[src/rtl/apb_rr_arbiter.sv]
// Round-robin arbiter sharing one APB slave-side bus between NUM_M masters.
// Holds a one-hot grant for one full transfer and supervises it with a grant watchdog and an access timeout.
module apb_rr_arbiter #(
  parameter int NUM_M       = 4,
  parameter int TIMEOUT_CYC = 16,
  parameter int GNT_WAIT    = 4
) (
  input  logic                     i_pclk,
  input  logic                     i_prstn,
  input  logic [NUM_M-1:0]         i_req,
  input  logic                     i_bus_psel,
  input  logic                     i_bus_penable,
  input  logic                     i_bus_pready,
  output logic [NUM_M-1:0]         o_gnt,
  output logic [$clog2(NUM_M)-1:0] o_gnt_id,
  output logic                     o_gnt_valid,
  output logic                     o_busy,
  output logic                     o_timeout_err,
  output logic [$clog2(NUM_M)-1:0] o_err_id
);

  localparam int IDW = $clog2(NUM_M);
  localparam int WCW = $clog2(GNT_WAIT) + 1;
  localparam int TCW = $clog2(TIMEOUT_CYC) + 1;
  localparam logic [WCW-1:0] WLIM    = WCW'(GNT_WAIT - 1);
  localparam logic [TCW-1:0] TLIM    = TCW'(TIMEOUT_CYC - 1);
  localparam logic [IDW-1:0] LAST_ID = IDW'(NUM_M - 1);

  typedef enum logic [1:0] {
    S_IDLE    = 2'd0,
    S_GRANTED = 2'd1,
    S_XFER    = 2'd2
  } state_t;

  state_t           r_state;
  logic [NUM_M-1:0] r_gnt;
  logic [IDW-1:0]   r_gnt_id;
  logic [IDW-1:0]   r_ptr;
  logic [WCW-1:0]   r_wcnt;
  logic [TCW-1:0]   r_tcnt;
  logic             r_timeout_err;
  logic [IDW-1:0]   r_err_id;

  logic [IDW:0]     w_pick_idle;
  logic [IDW:0]     w_pick_done;
  logic [IDW-1:0]   w_ptr_adv;
  logic             w_done;
  logic             w_stall;

  function automatic logic [IDW-1:0] next_id(input logic [IDW-1:0] id);
    logic [IDW-1:0] nid;
    if (id == LAST_ID) nid = '0;
    else               nid = id + IDW'(1);
    return nid;
  endfunction

  // Returns {found, index} of the first set request scanning upward from ptr with wrap.
  function automatic logic [IDW:0] rr_pick(input logic [NUM_M-1:0] req, input logic [IDW-1:0] ptr);
    logic           found;
    logic [IDW-1:0] idx;
    int             j;
    found = 1'b0;
    idx   = '0;
    for (int i = 0; i < NUM_M; i++) begin
      j = int'(ptr) + i;
      j = (j >= NUM_M) ? (j - NUM_M) : j;
      if (!found && req[IDW'(j)]) begin
        found = 1'b1;
        idx   = IDW'(j);
      end
    end
    return {found, idx};
  endfunction

  function automatic logic [NUM_M-1:0] onehot(input logic [IDW-1:0] idx);
    return NUM_M'(1) << idx;
  endfunction

  assign w_ptr_adv   = next_id(r_gnt_id);
  assign w_pick_idle = rr_pick(i_req, r_ptr);
  // On completion the current master sits last in the scan, so it is regranted only if alone.
  assign w_pick_done = rr_pick(i_req, w_ptr_adv);
  assign w_done      = i_bus_psel & i_bus_penable & i_bus_pready;
  assign w_stall     = i_bus_penable & ~i_bus_pready;

  // Arbitration FSM with registered grant, pointer, watchdog counters and error flags.
  always_ff @(posedge i_pclk or negedge i_prstn) begin
    if (!i_prstn) begin
      r_state       <= S_IDLE;
      r_gnt         <= '0;
      r_gnt_id      <= '0;
      r_ptr         <= '0;
      r_wcnt        <= '0;
      r_tcnt        <= '0;
      r_timeout_err <= 1'b0;
      r_err_id      <= '0;
    end else begin
      r_timeout_err <= 1'b0;
      case (r_state)
        S_IDLE: begin
          if (w_pick_idle[IDW]) begin
            r_gnt    <= onehot(w_pick_idle[IDW-1:0]);
            r_gnt_id <= w_pick_idle[IDW-1:0];
            r_wcnt   <= '0;
            r_state  <= S_GRANTED;
          end
        end
        S_GRANTED: begin
          if (i_bus_psel) begin
            r_tcnt  <= '0;
            r_state <= S_XFER;
          end else if (!i_req[r_gnt_id] || (r_wcnt == WLIM)) begin
            r_gnt   <= '0;
            r_ptr   <= w_ptr_adv;
            r_state <= S_IDLE;
          end else begin
            r_wcnt <= r_wcnt + WCW'(1);
          end
        end
        S_XFER: begin
          if (w_done) begin
            r_ptr <= w_ptr_adv;
            if (w_pick_done[IDW]) begin
              r_gnt    <= onehot(w_pick_done[IDW-1:0]);
              r_gnt_id <= w_pick_done[IDW-1:0];
              r_wcnt   <= '0;
              r_state  <= S_GRANTED;
            end else begin
              r_gnt   <= '0;
              r_state <= S_IDLE;
            end
          end else if (!i_bus_psel) begin
            // Master abandoned the transfer: release quietly.
            r_gnt   <= '0;
            r_ptr   <= w_ptr_adv;
            r_state <= S_IDLE;
          end else if (w_stall) begin
            if (r_tcnt == TLIM) begin
              r_timeout_err <= 1'b1;
              r_err_id      <= r_gnt_id;
              r_gnt         <= '0;
              r_ptr         <= w_ptr_adv;
              r_state       <= S_IDLE;
            end else begin
              r_tcnt <= r_tcnt + TCW'(1);
            end
          end
        end
        default: begin
          r_gnt   <= '0;
          r_state <= S_IDLE;
        end
      endcase
    end
  end

  assign o_gnt         = r_gnt;
  assign o_gnt_id      = r_gnt_id;
  assign o_gnt_valid   = |r_gnt;
  assign o_busy        = (r_state != S_IDLE);
  assign o_timeout_err = r_timeout_err;
  assign o_err_id      = r_err_id;

endmodule

[config.mk]
export PLATFORM = sky130hd
export DESIGN_NAME = apb_rr_arbiter
export DESIGN_NICKNAME = d
export VERILOG_FILES = /design/src/rtl/apb_rr_arbiter.sv
export SDC_FILE = /design/constraint.sdc
export NUM_CORES = 1
export LEC_CHECK = 0
export ABC_AREA = 1
export CORE_MARGIN = 2
export CORE_UTILIZATION = 40
export CTS_CLUSTER_SIZE = 14
export DETAILED_ROUTE_END_ITERATION = 6
export GPL_TIMING_DRIVEN = 0
export PLACE_DENSITY = 0.68
export SETUP_SLACK_MARGIN = 0.02
export SLEW_MARGIN = 20
export SYNTH_ARGS = -nofsm -noshare
export SYNTH_HDL_FRONTEND = slang
export SYNTH_SLANG_ARGS = --single-unit
[constraint.sdc]
create_clock -name i_pclk -period 2 [get_ports i_pclk]
set_clock_uncertainty 0.1 [all_clocks]
set_input_delay 0.4 -clock i_pclk [delete_from_list [all_inputs] [get_ports i_pclk]]
set_output_delay 0.4 -clock i_pclk [all_outputs]
set_load 0.01 [all_outputs]
After elaboration in Yosys (flattened, before gate mapping)
Index checks and enable logic that the tools add are counted.
- reduce and logical (&&, ||, !) cells: 27
- add/sub/neg operators: 17
- bitwise operators: 5
- magnitude comparators: 17
- equal/unequal tests: 19
- mux-type cells: 97
- shift-type cells: 2
- operator list (cell ; count):
    2-bit two-way mux ; 33
    2-bit by 4-bit < comparator with 1-bit output (second input constant) ; 8
    4-bit two-way mux ; 8
    1-bit two-way mux ; 31
    5-bit two-way mux ; 5
    2-bit != test (second input constant) ; 11
    1-bit binary-select mux with 2-bit select ; 9
    3-bit >= comparator (second input constant) ; 6
    2-bit by 1-bit subtractor with 2-bit output (second input constant) ; 8
    3-bit two-way mux ; 5
    5-bit AND reduction ; 3
    2-bit by 2-bit adder with 3-bit output (second input constant) ; 4
    4-bit case mux with 3 select lines ; 1
    6-bit AND reduction ; 2
    5-bit case mux with 2 select lines ; 1
    3-bit case mux with 3 select lines ; 1
    4-bit != test (second input constant) ; 2
    2-bit case mux with 2 select lines ; 2
    4-bit AND reduction ; 2
    1-bit by 2-bit left shift with 4-bit output (first input constant) ; 2
    1-bit logical NOT ; 7
    2-bit by 1-bit adder with 3-bit output (second input constant) ; 2
    2-bit by 3-bit >= comparator with 1-bit output (second input constant) ; 2
    1-bit logical AND ; 6
    other kinds (17) ; 23
- input bits: 9
- register bits after elaboration: 21
- output and inout bits: 11
- logic and storage cells: 192

Depth between registers and ports, before layout
Gate-level depths: netlist (run 1).
- depth in word-level cells: 21
- depth in mapped cells: 15
- gate-level depth less buffers: 15

Worst setup path before layout (run 1)
Ideal clock, no wire load.
- kind: register -> register
- from: register r_gnt_id[0], in the netlist o_gnt_id[0]
- to: register r_gnt[0], in the netlist o_gnt[0]
- path slack: -21 ps
- clock period less this slack: 2021 ps
- path buffers: 0
- library setup time: 116 ps
- cell stages (with the launch flop): 14
- arrival time: 1805 ps
- data required time: 1784 ps
- cell sequence: dfrtp_1 > ha_1 > inv_1 > nand2_1 > nand2_2 > nand2_1 > nand2_2 > nand3_1 > nor3_1 > nor2_1 > nand3_1 > nand2_1 > nand2_1 > nand2_1
- cells in the longest elaborated chain, start to end: 21
- elaborated cells on any way between the ends: 54
- those cells by class: 8 x add/sub; 4 x order compare; 2 x eq/ne; 1 x shift; 30 x mux; 9 x reduce/logical
- RTL lines (element ; RTL line ; RTL):
    start, declared ; 37 ; logic [IDW-1:0] r_gnt_id;
    start signal, assigned ; 103 ; r_gnt_id <= w_pick_idle[IDW-1:0];
    start signal, assigned ; 125 ; r_gnt_id <= w_pick_done[IDW-1:0];
    2-bit by 1-bit adder with 2-bit output or 2-bit == test (tied branches) ; 53, 52 ;
    2-bit two-way mux (*) ; 52 ; if (id == LAST_ID) nid = '0;
    via w_ptr_adv[1] ; 46 ; logic [IDW-1:0] w_ptr_adv;
    parallel branches: the longest is 16 deep, another holds 2-bit by 1-bit adder with 3-bit output ; -- ;
    4-bit two-way mux (*) ; 123 ; if (w_pick_done[IDW]) begin
    4-bit two-way mux (*) ; 121 ; if (w_done) begin
    4-bit case mux with 3 select lines (*) ; 99 ; case (r_state)
    end signal, assigned ; 102 ; r_gnt <= onehot(w_pick_idle[IDW-1:0]);
    end signal, assigned ; 124 ; r_gnt <= onehot(w_pick_done[IDW-1:0]);
    end, declared ; 36 ; logic [NUM_M-1:0] r_gnt;
Mark *: on every way through the listed nets, which the timed path passes. The select of a mux whose other input is x is not followed.
A chain may end at the register's enable or synchronous reset.

Worst setup path in the final report (run 1)
- from: register r_gnt_id[1], in the netlist o_gnt_id[1]
- to: register r_gnt[0], in the netlist o_gnt[0]
- cells in the longest elaborated chain, start to end: 21
- elaborated cells on any way between the ends: 54
- those cells by class: 8 x add/sub; 4 x order compare; 2 x eq/ne; 1 x shift; 30 x mux; 9 x reduce/logical
- RTL lines (element):
    parallel branches: the longest is 21 deep, another holds 2-bit by 1-bit adder with 3-bit output
Several ways; the timed one is not identified. The select of a mux whose other input is x is not followed.

==> results of run 1 <==
routing by layer:
metal | track usage, % | vias up
li1 | - | 850
met1 | 21.2 | 753
met2 | 28.6 | 23
met3 | 1.97 | 5
met4 | 6.00 | 0
met5 | 0 | -
kinds of logic (layout without fill, tap and decap cells):
family | after synthesis | count (layout) | synth area share [%]
adders and majority gates | 5 | 5 | 3.77
xor gates and xnor gates | 2 | 2 | 1.06
and+or+nand+nor | 144 | 144 | 42.5
buffers and inverters | 39 | 71 | 9.36
DFF | 21 | 21 | 31.7
AOI/OAI and AO/OA | 30 | 30 | 11.0
muxes | 1 | 1 | 0.604
sequential cells by signal, indices dropped and copies added, names as in the netlist:
signal,cells
o_gnt,4
o_gnt_id,2
r_wcnt,3
r_ptr,2
o_err_id,2
o_timeout_err,1
r_state,2
r_tcnt,5
path summary, 6_finish.rpt:
path | end | slack, ns
min in group asynchronous | r_tcnt[4]$_DFFE_PN0P_ | 0.55
hold / removal | r_tcnt[0]$_DFFE_PN0P_ | 0.41
hold reg to reg | r_tcnt[0]$_DFFE_PN0P_ | 0.41
setup / recovery | o_gnt[0]$_DFFE_PN0P_ | 0.01
max in group asynchronous | o_gnt_id[0]$_DFFE_PN0P_ | 0.64
setup reg to reg | o_gnt[0]$_DFFE_PN0P_ | 0.01
cells in the mapped netlist (2+ instances only):
master and count:
nand3_1 26, dfrtp_1 21, nand2_4 2, inv_1 33, o21ai_0 13, nor3_1 3, nand3_2 2, a21oi_1 6
nor2_1 15, ha_1 5, nand2_1 72, o21ai_1 6, o21ai_2 2, nand4_1 6, nor2_2 2, inv_2 4
nand3b_1 2, nor2_4 2, nand2_2 8
what timing repair did:
action                                  4_1_cts  5_1_grt
gates resized for setup                       8       43
endpoints found under the setup margin       10       16
pin swaps                                     1       20
buffers inserted                              1        8
per-stage QoR:
step	area, um^2	setup slack (ns)	hold WS (ns)	power (mW)
detailed placement	1920	-0.299	0.404	3.10
floorplan	1670	0.0488	0.00441	2.55
finish	2170	0.0128	0.411	3.94
global route	2170	-0.138	0.426	4.36
CTS	2000	0.0234	0.416	3.48
global placement	1920	-0.280	0.398	3.08
cell type report:
class                   instances  area (um^2)  area share, %
inverters                      37          141           6.51
plain buffers                   2         16.3          0.749
multi-input cells             182         1110           51.0
clock buffers                   4         45.0           2.07
well taps                      50         62.6           2.88
repair buffers                 28          269           12.4
flip-flops and latches         21          529           24.4
placed cells by master (no fill, tap or decap), types with 4 or more instances in the layout:
| cell type | n |
|---|---|
| nand3_2 | 5 |
| a21oi_1 | 6 |
| clkdlybuf4s50_1 | 15 |
| nand2_4 | 4 |
| o21ai_1 | 9 |
| o21ai_0 | 8 |
| inv_2 | 7 |
| nand2_2 | 16 |
| dfrtp_1 | 18 |
| nor2_1 | 10 |
| inv_1 | 29 |
| nand3_1 | 22 |
| buf_4 | 8 |
| nor2_2 | 6 |
| nand4_1 | 6 |
| o21ai_2 | 4 |
| ha_1 | 4 |
| nand2_1 | 62 |
power by group through the flow:
stage / Sequential, mW / Clock, mW / Combinational [mW]
after floorplan: 0.695 / 0 / 1.85
after global placement: 0.692 / 0 / 2.38
after detailed placement: 0.695 / 0 / 2.41
after CTS: 0.672 / 0.286 / 2.52
after global routing: 0.695 / 0.302 / 3.36
final: 0.678 / 0.278 / 2.99
==> flow_metrics.env, run 1 <==
export IMPL_critPathKind="reg2reg"
export IMPL_timing_final_crit_share_pct=99.4
export IMPL_power_internal_mw=1.84
export IMPL_cts_root_buf="clkbuf_8"
export IMPL_slowest_stage="dfrtp_2"
export IMPL_clock_latency_ns=0.26
export IMPL_cts_sinks=21
export IMPL_synthesis_nets=256
export IMPL_path_depth=13
export IMPL_track_usage_pct=16.6
export IMPL_drtIter0Drc=86
export IMPL_p_switching_mw=2.10
export IMPL_synth_main_ff_cell="dfrtp_1"
export IMPL_switching_share_pct=53.4
export IMPL_fp_coreArea_um2=4000
export IMPL_top_layer_used="met4"
export IMPL_slowest_delay_ns=0.44
export IMPL_clkPwrFrac_pct=7.0
export IMPL_synthArstFlopShare_pct=100
export IMPL_met3_length_um=104
export IMPL_initial_core_util_pct=41.4
export IMPL_tightest_slew_ns=0.910
export IMPL_final_layout_size_suffix_gt1_share_pct=26.3
export IMPL_antenna_found_initial=0
export IMPL_post_synth_num_cell_types=31
export IMPL_num_antenna_cells=0
export IMPL_outcome="finished, final reports clean"
export IMPL_combPwrFrac_pct=75.8
export IMPL_nFillCells=397
export IMPL_worst_path_buf_inv=0
export IMPL_wl_per_cell_um=11.6
export IMPL_grt_pass1_wl_mm=5.87
export IMPL_fin_nets=289
export IMPL_cp_start_kind="flip-flop"
export IMPL_hold_buffers=0
export IMPL_synth_top_cell_area_share_pct=31.7
export IMPL_area_growth_syn_to_layout_pct=31.0
export IMPL_synth_cells=242
export IMPL_power_density_nw_per_um2=1820
export IMPL_ys_seq_area_share_pct=31.7
export IMPL_hold_viol=0
export IMPL_cp_top_family="simple AND/OR/NAND/NOR gates"
export IMPL_clockBufferDepth=2
export IMPL_drt_total_wl_mm=3.76
export IMPL_ys_ff_latch=21
export IMPL_setup_tns_ns=0
export IMPL_drv_cap=0
export IMPL_fin_util_pct=54.3
export IMPL_vdd_drop_max_mv=0.589
export IMPL_maxSlewViolCount=0
export IMPL_setup_violations_final=0
export IMPL_dr_pass1_iters=4
export IMPL_pin_count=20
export IMPL_path_common_cell="nand2_1"
export IMPL_clock_fmax_mhz=503
export IMPL_required_ns=2.05
export IMPL_startpoint="o_gnt_id[1]$_DFFE_PN0P_"
export IMPL_r2r_start="o_gnt_id[1]$_DFFE_PN0P_"
export IMPL_route_vias_total=1631
export IMPL_die_area_um2=4680
export IMPL_die_w_um=68.4
export IMPL_crit_arrival_ns=2.04
export IMPL_drc_errors=0
export IMPL_grt_overflow=0
export IMPL_cts_htree_levels=1
export IMPL_via_per_inst=5.03
export IMPL_wl_met1_mm=1.75
export IMPL_yosys_warnings=0
export IMPL_synthTopCellsByArea="dfrtp_1, nand2_1, nand3_1"
export IMPL_crit_fanout=6
export IMPL_power_leakage_nw=1.07
export IMPL_syn_cell_area_um2=1660
export IMPL_synth_largest_area_cell="dfrtp_1"
export IMPL_dp_cells=311
export IMPL_die_h_um=68.4
export IMPL_min_from="r_tcnt[0]$_DFFE_PN0P_"
export IMPL_cts_tree="built"
export IMPL_relSlewSlack_pct=39.2
export IMPL_finalCriticalPeriod_ns=1.99
export IMPL_dp_hpwl_mm=2.68
export IMPL_postRouteAntennaNets=0
export IMPL_hp_class="reg2reg"
export IMPL_hold_depth=1
export IMPL_grt_max_degree=22
export IMPL_num_rows=23
export IMPL_grt_pass1_vias=1368
export IMPL_avgSynthCellArea_um2=6.85
export IMPL_port_buffers=19
export IMPL_crit_chain="ha_4, nor2_4, nand2_1, nand2_2, nand2_2, nand2_4, nand3_4, nor3_4, nor2_4, nand3_2, nand2_1, nand2_1, nand2_1"
export IMPL_final_cells=324
export IMPL_synth_edf_count=0
export IMPL_grt_setup_unrepaired="true"
export IMPL_gp_congestion=0.833
export IMPL_wl_met2_mm=1.86
export IMPL_pwr_share_seq_pct=17.2
export IMPL_cts_made_buffers=3
export IMPL_clk_pin_slew_ns=0.08
export IMPL_cp_end_kind="flip-flop"
export IMPL_r2r_cells=13
No activity file was read; power rests on OpenSTA's default activity.
==> run 2, diff against run 1 <==
REMOVE_ABC_BUFFERS = 1   (was default)
SETUP_SLACK_MARGIN = default   (was 0.02)
SKIP_CTS_REPAIR_TIMING = 1   (was default)
==> run 2 against run 1 <==
  * The run now ends with negative hold slack, negative setup slack left
  * Critical path type is now in2reg
  * Worst setup slack lost 0.047 ns
  * First-iteration DRC count decreased by 53%
  * Via count shrank 2.1%
  * Largest cell class unchanged
==> flow_metrics.env, run 2 (synthesis gave the netlist of run 1 again) <==
export IMPL_drtIter0Drc=40
export IMPL_crit_chain="clkdlybuf4s50_1, inv_1, o21ai_1, nand2_1, nand2_1, nand2_4, buf_6, nand3b_1, nand3_1, nand2_2, nand2_1, nand3_1, o21ai_0"
export IMPL_cts_made_buffers=3
export IMPL_slowest_stage="clkdlybuf4s50_1"
export IMPL_cts_tree="built"
export IMPL_postRouteAntennaNets=0
export IMPL_drc_errors=0
export IMPL_port_buffers=19
export IMPL_cts_htree_levels=1
export IMPL_worst_path_buf_inv=3
export IMPL_gp_congestion=0.830
export IMPL_final_cells=319
export IMPL_power_leakage_nw=1.05
export IMPL_num_rows=23
export IMPL_slowest_delay_ns=0.57
export IMPL_drt_total_wl_mm=3.60
export IMPL_tightest_slew_ns=0.489
export IMPL_area_growth_syn_to_layout_pct=27.3
export IMPL_largest_reg_flops=5
export IMPL_final_layout_size_suffix_gt1_share_pct=23.4
export IMPL_cts_root_buf="clkbuf_8"
export IMPL_num_antenna_cells=0
export IMPL_setup_violations_final=4
export IMPL_route_vias_total=1597
export IMPL_outcome="complete, but fails checks"
export IMPL_violations="negative hold slack, negative setup slack"
export IMPL_antenna_found_initial=0
export IMPL_pre_cts_slack_ns=-0.377
export IMPL_cp_top_family="buffers and inverters"
export IMPL_vdd_drop_max_mv=0.709
export IMPL_grt_pass1_vias=1408
export IMPL_dr_pass1_iters=4
export IMPL_die_h_um=68.4
export IMPL_crit_fanout=5
export IMPL_wl_per_cell_um=11.3
export IMPL_cp_start_kind="input pin"
export IMPL_hp_class="in2async"
export IMPL_final_common_cell="nand2_1"
export IMPL_register_area_um2=528
export IMPL_final_cell_mix="nand2_1, inv_1, nand3_1, dfrtp_1, clkdlybuf4s50_1"
export IMPL_relSlewSlack_pct=67.4
export IMPL_grt_max_degree=22
export IMPL_die_area_um2=4680
export IMPL_clock_latency_ns=0.25
export IMPL_grt_pass1_wl_mm=5.89
export IMPL_grt_setup_unrepaired="true"
export IMPL_cts_sinks=21
export IMPL_timing_final_crit_share_pct=102
export IMPL_clk_pin_slew_ns=0.07
export IMPL_via_per_inst=5.01
export IMPL_path_common_cell="nand2_1"
export IMPL_hold_ws_ns=-0.00235
export IMPL_track_usage_pct=16.5
export IMPL_maxSlewViolCount=0
export IMPL_hold_viol=3
export IMPL_setup_tns_ns=-0.0794
export IMPL_fin_nets=284
export IMPL_dp_hpwl_mm=2.76
export IMPL_dp_cells=309
export IMPL_required_ns=2.04
export IMPL_initial_core_util_pct=41.4
export IMPL_die_w_um=68.4
export IMPL_fp_coreArea_um2=4000
export IMPL_drv_cap=0
export IMPL_critPathKind="in2reg"
export IMPL_cp_end_kind="flip-flop"
export IMPL_crit_arrival_ns=2.07
export IMPL_clockBufferDepth=2
export IMPL_nFillCells=390
export IMPL_pin_count=20
export IMPL_power_density_nw_per_um2=1830
export IMPL_clock_fmax_mhz=492
export IMPL_finalCriticalPeriod_ns=2.03
export IMPL_multiInputGateArea_um2=1090
export IMPL_setup_ws_ns=-0.0338
export IMPL_top_register="r_tcnt"
export IMPL_grt_overflow=0
[run 2: cell count changes in the layout (fill, tap and decap cells not counted), moves of 2 or more]
| cell | previous run | this run |
|---|---|---|
| buf_4 | 8 | 3 |
| inv_2 | 7 | 10 |
| inv_1 | 29 | 27 |
| nand2_2 | 16 | 14 |
| nor2_1 | 10 | 12 |
| nor2_2 | 6 | 4 |
| o21ai_0 | 8 | 10 |
[run 2: area by class of cell]
type	count	area share [%]
inverter	37	6.58
clock buffer	4	2.13
sequential	21	25.0
tap	50	2.96
timing repair buffer	25	11.7
multi-input combinational	182	51.6
[run 2: power breakdown]
part           switching, mW  internal, mW  leakage [nW]
Sequential             0.180         0.559         0.276
Clock                  0.131         0.142        0.0228
Combinational           1.75          1.11         0.751
[run 2: final timing paths]
kind | end | startpoint | cells past startpoint | slack, ns
min in group i_pclk | r_tcnt[0]$_DFFE_PN0P_ | r_tcnt[0]$_DFFE_PN0P_ | 1 | 0.41
min reg2reg | r_tcnt[0]$_DFFE_PN0P_ | r_tcnt[0]$_DFFE_PN0P_ | 1 | 0.41
max in group asynchronous | r_ptr[0]$_DFFE_PN0P_ | i_prstn | 1 | 1.44
max reg2reg | o_gnt_id[0]$_DFFE_PN0P_ | o_gnt_id[0]$_DFFE_PN0P_ | 13 | -0.03
max | o_gnt_id[0]$_DFFE_PN0P_ | i_req[1] | 13 | -0.03
min | o_gnt[3]$_DFFE_PN0P_ | i_prstn | 1 | -0.002
[run 2: through the flow]
step	area [um^2]	total power, mW	utilization, %
floorplan	1640	2.48	-
global placement	1890	3.04	47.4
detailed placement	1890	3.07	47.4
CTS	1940	3.35	48.5
global route	2110	4.29	52.8
finish	2110	3.87	52.8
[run 2: worst reg2reg max path: stages, from the launching register on]
cell	delay, ns
dfrtp_2	0.47
ha_4	0.34
inv_2	0.08
nand2_1	0.08
nand2_2	0.06
nand2_1	0.10
nand2_4	0.08
buf_6	0.12
nand3b_1	0.07
nand3_1	0.08
nand2_2	0.12
nand2_1	0.06
nand3_1	0.08
o21ai_0	0.08
[run 2: per-layer routing]
| metal | part of all wire, % | GRT usage, % |
|---|---|---|
| met1 | 47 | 21.4 |
| met2 | 50 | 28.7 |
| met3 | 2.3 | 2.14 |
| met4 | 0.72 | 4.25 |
| met5 | 0 | 0 |
==> run 3, diff against run 2 <==
SLEW_MARGIN = 15   (was 20)
==> run 3 against run 2 <==
  * The run ends with negative setup slack left
  * Non-clock buffer count unchanged
  * Fmax unchanged
  * First-iteration DRC count unchanged
  * Power about the same
  * Via count unchanged
  * Critical path type unchanged
  * Sequential share of layout area decreased by 0.059 points
  * Core utilization increased by 0.13 points
  * Routed wire length about the same
  * Critical endpoint unchanged
  * Clock-buffer cell count unchanged
==> flow_metrics.env, run 3 (synthesis gave the netlist of run 1 again) <==
export IMPL_outcome="complete, but fails checks"
export IMPL_violations="negative setup slack"
export IMPL_clk_pin_slew_ns=0.07
export IMPL_drt_total_wl_mm=3.60
export IMPL_slowest_delay_ns=0.57
export IMPL_grt_overflow=0
export IMPL_power_density_nw_per_um2=1830
export IMPL_antenna_found_initial=0
export IMPL_crit_arrival_ns=2.07
export IMPL_drtIter0Drc=40
export IMPL_slowest_stage="clkdlybuf4s50_1"
export IMPL_hp_class="reg2reg"
export IMPL_port_buffers=19
export IMPL_num_antenna_cells=0
export IMPL_hold_viol=0
export IMPL_die_h_um=68.4
export IMPL_maxSlewViolCount=0
export IMPL_die_w_um=68.4
export IMPL_pin_count=20
export IMPL_required_ns=2.04
export IMPL_register_area_um2=528
export IMPL_vdd_drop_max_mv=0.709
export IMPL_largest_reg_flops=5
export IMPL_drc_errors=0
export IMPL_cp_end_kind="flip-flop"
export IMPL_setup_tns_ns=-0.0794
export IMPL_hold_path_end="r_tcnt[0]$_DFFE_PN0P_"
export IMPL_critPathKind="in2reg"
export IMPL_multiInputGateArea_um2=1090
export IMPL_hold_depth=1
export IMPL_r2r_end="o_gnt_id[0]$_DFFE_PN0P_"
export IMPL_min_from="r_tcnt[0]$_DFFE_PN0P_"
export IMPL_setup_violations_final=4
export IMPL_finalCriticalPeriod_ns=2.03
export IMPL_rrSetupSlack_ns=-0.03
export IMPL_grt_setup_unrepaired="true"
export IMPL_crit_chain="clkdlybuf4s50_1, inv_1, o21ai_1, nand2_1, nand2_1, nand2_4, buf_6, nand3b_1, nand3_1, nand2_2, nand2_1, nand3_1, o21ai_0"
export IMPL_gp_congestion=0.830
export IMPL_timing_final_crit_share_pct=102
export IMPL_clockBufferDepth=2
export IMPL_cp_top_family="buffers and inverters"
export IMPL_clock_fmax_mhz=492
export IMPL_r2r_cells=13
export IMPL_r2r_start="o_gnt_id[0]$_DFFE_PN0P_"
export IMPL_cts_sinks=21
export IMPL_area_growth_syn_to_layout_pct=27.6
export IMPL_tightest_slew_ns=0.980
export IMPL_initial_core_util_pct=41.4
export IMPL_route_vias_total=1597
export IMPL_drv_cap=0
export IMPL_top_register="r_tcnt"
export IMPL_nFillCells=390
export IMPL_track_usage_pct=16.5
export IMPL_cts_htree_levels=1
export IMPL_cts_made_buffers=3
export IMPL_grt_max_degree=22
export IMPL_final_layout_size_suffix_gt1_share_pct=23.0
export IMPL_clock_latency_ns=0.25
export IMPL_hold_ws_ns=0.413
export IMPL_power_leakage_nw=1.05
export IMPL_setup_ws_ns=-0.0338
export IMPL_path_common_cell="nand2_1"
export IMPL_via_per_inst=5.01
export IMPL_cts_tree="built"
export IMPL_worst_path_buf_inv=3
export IMPL_grt_pass1_vias=1408
export IMPL_final_common_cell="nand2_1"
export IMPL_cp_start_kind="input pin"
export IMPL_die_area_um2=4680
export IMPL_fp_coreArea_um2=4000
export IMPL_dr_pass1_iters=4
export IMPL_cts_root_buf="clkbuf_8"
export IMPL_num_rows=23
export IMPL_path_depth=13
export IMPL_dp_hpwl_mm=2.76
export IMPL_relSlewSlack_pct=34.5
export IMPL_wl_per_cell_um=11.3
export IMPL_pre_cts_slack_ns=-0.377
export IMPL_fin_util_pct=52.9
export IMPL_dp_cells=309
export IMPL_grt_pass1_wl_mm=5.89
export IMPL_final_cells=319
export IMPL_final_cell_mix="nand2_1, inv_1, nand3_1, dfrtp_1, clkdlybuf4s50_1"
export IMPL_crit_fanout=5
export IMPL_postRouteAntennaNets=0
export IMPL_fin_nets=284
## run 3: cell types whose count changed in the layout (fill, tap and decap cells not counted), sizes merged
cell,change
buf,-1
clkdlybuf4s50,+1
## run 3: stage by stage
stage,area (um^2),total power [mW]
3_3_place_gp,1890,3.04
5_1_grt,2120,4.29
3_5_place_dp,1890,3.07
2_1_floorplan,1640,2.48
6_report,2120,3.87
4_1_cts,1940,3.35
## run 3: how the worst max path moves through the flow
stage | start | to
2_1_floorplan | o_gnt_id[0]$_DFFE_PN0P_ | o_gnt[0]$_DFFE_PN0P_
3_3_place_gp | o_gnt_id[0]$_DFFE_PN0P_ | o_gnt[2]$_DFFE_PN0P_
3_5_place_dp | i_req[1] | o_gnt[3]$_DFFE_PN0P_
4_1_cts | o_gnt_id[0]$_DFFE_PN0P_ | o_gnt[3]$_DFFE_PN0P_
5_1_grt | o_gnt_id[0]$_DFFE_PN0P_ | o_gnt[1]$_DFFE_PN0P_
6_report | i_req[1] | o_gnt_id[0]$_DFFE_PN0P_
## run 3: power by group
part           switching [mW]  internal [mW]  total, mW
registers               0.180          0.559      0.740
logic                    1.75           1.11       2.86
clock network           0.131          0.142      0.272
## run 3: per-layer routing
| layer | part of all wire (%) | wire length [um] | global-route usage, % | vias to the layer above |
|---|---|---|---|---|
| li1 | - | - | - | 837 |
| met1 | 47 | 1680 | 21.4 | 738 |
| met2 | 50 | 1810 | 28.7 | 18 |
| met3 | 2.3 | 83 | 2.14 | 4 |
| met4 | 0.72 | 26 | 4.25 | 0 |
| met5 | 0 | 0 | 0 | - |
## run 3: cell type report
cell class	instances	share of cell area, %
repair buffers	25	11.9
clock buffers	4	2.13
inverters	37	6.56
flip-flops and latches	21	25.0
multi-input cells	182	51.4
well taps	50	2.96
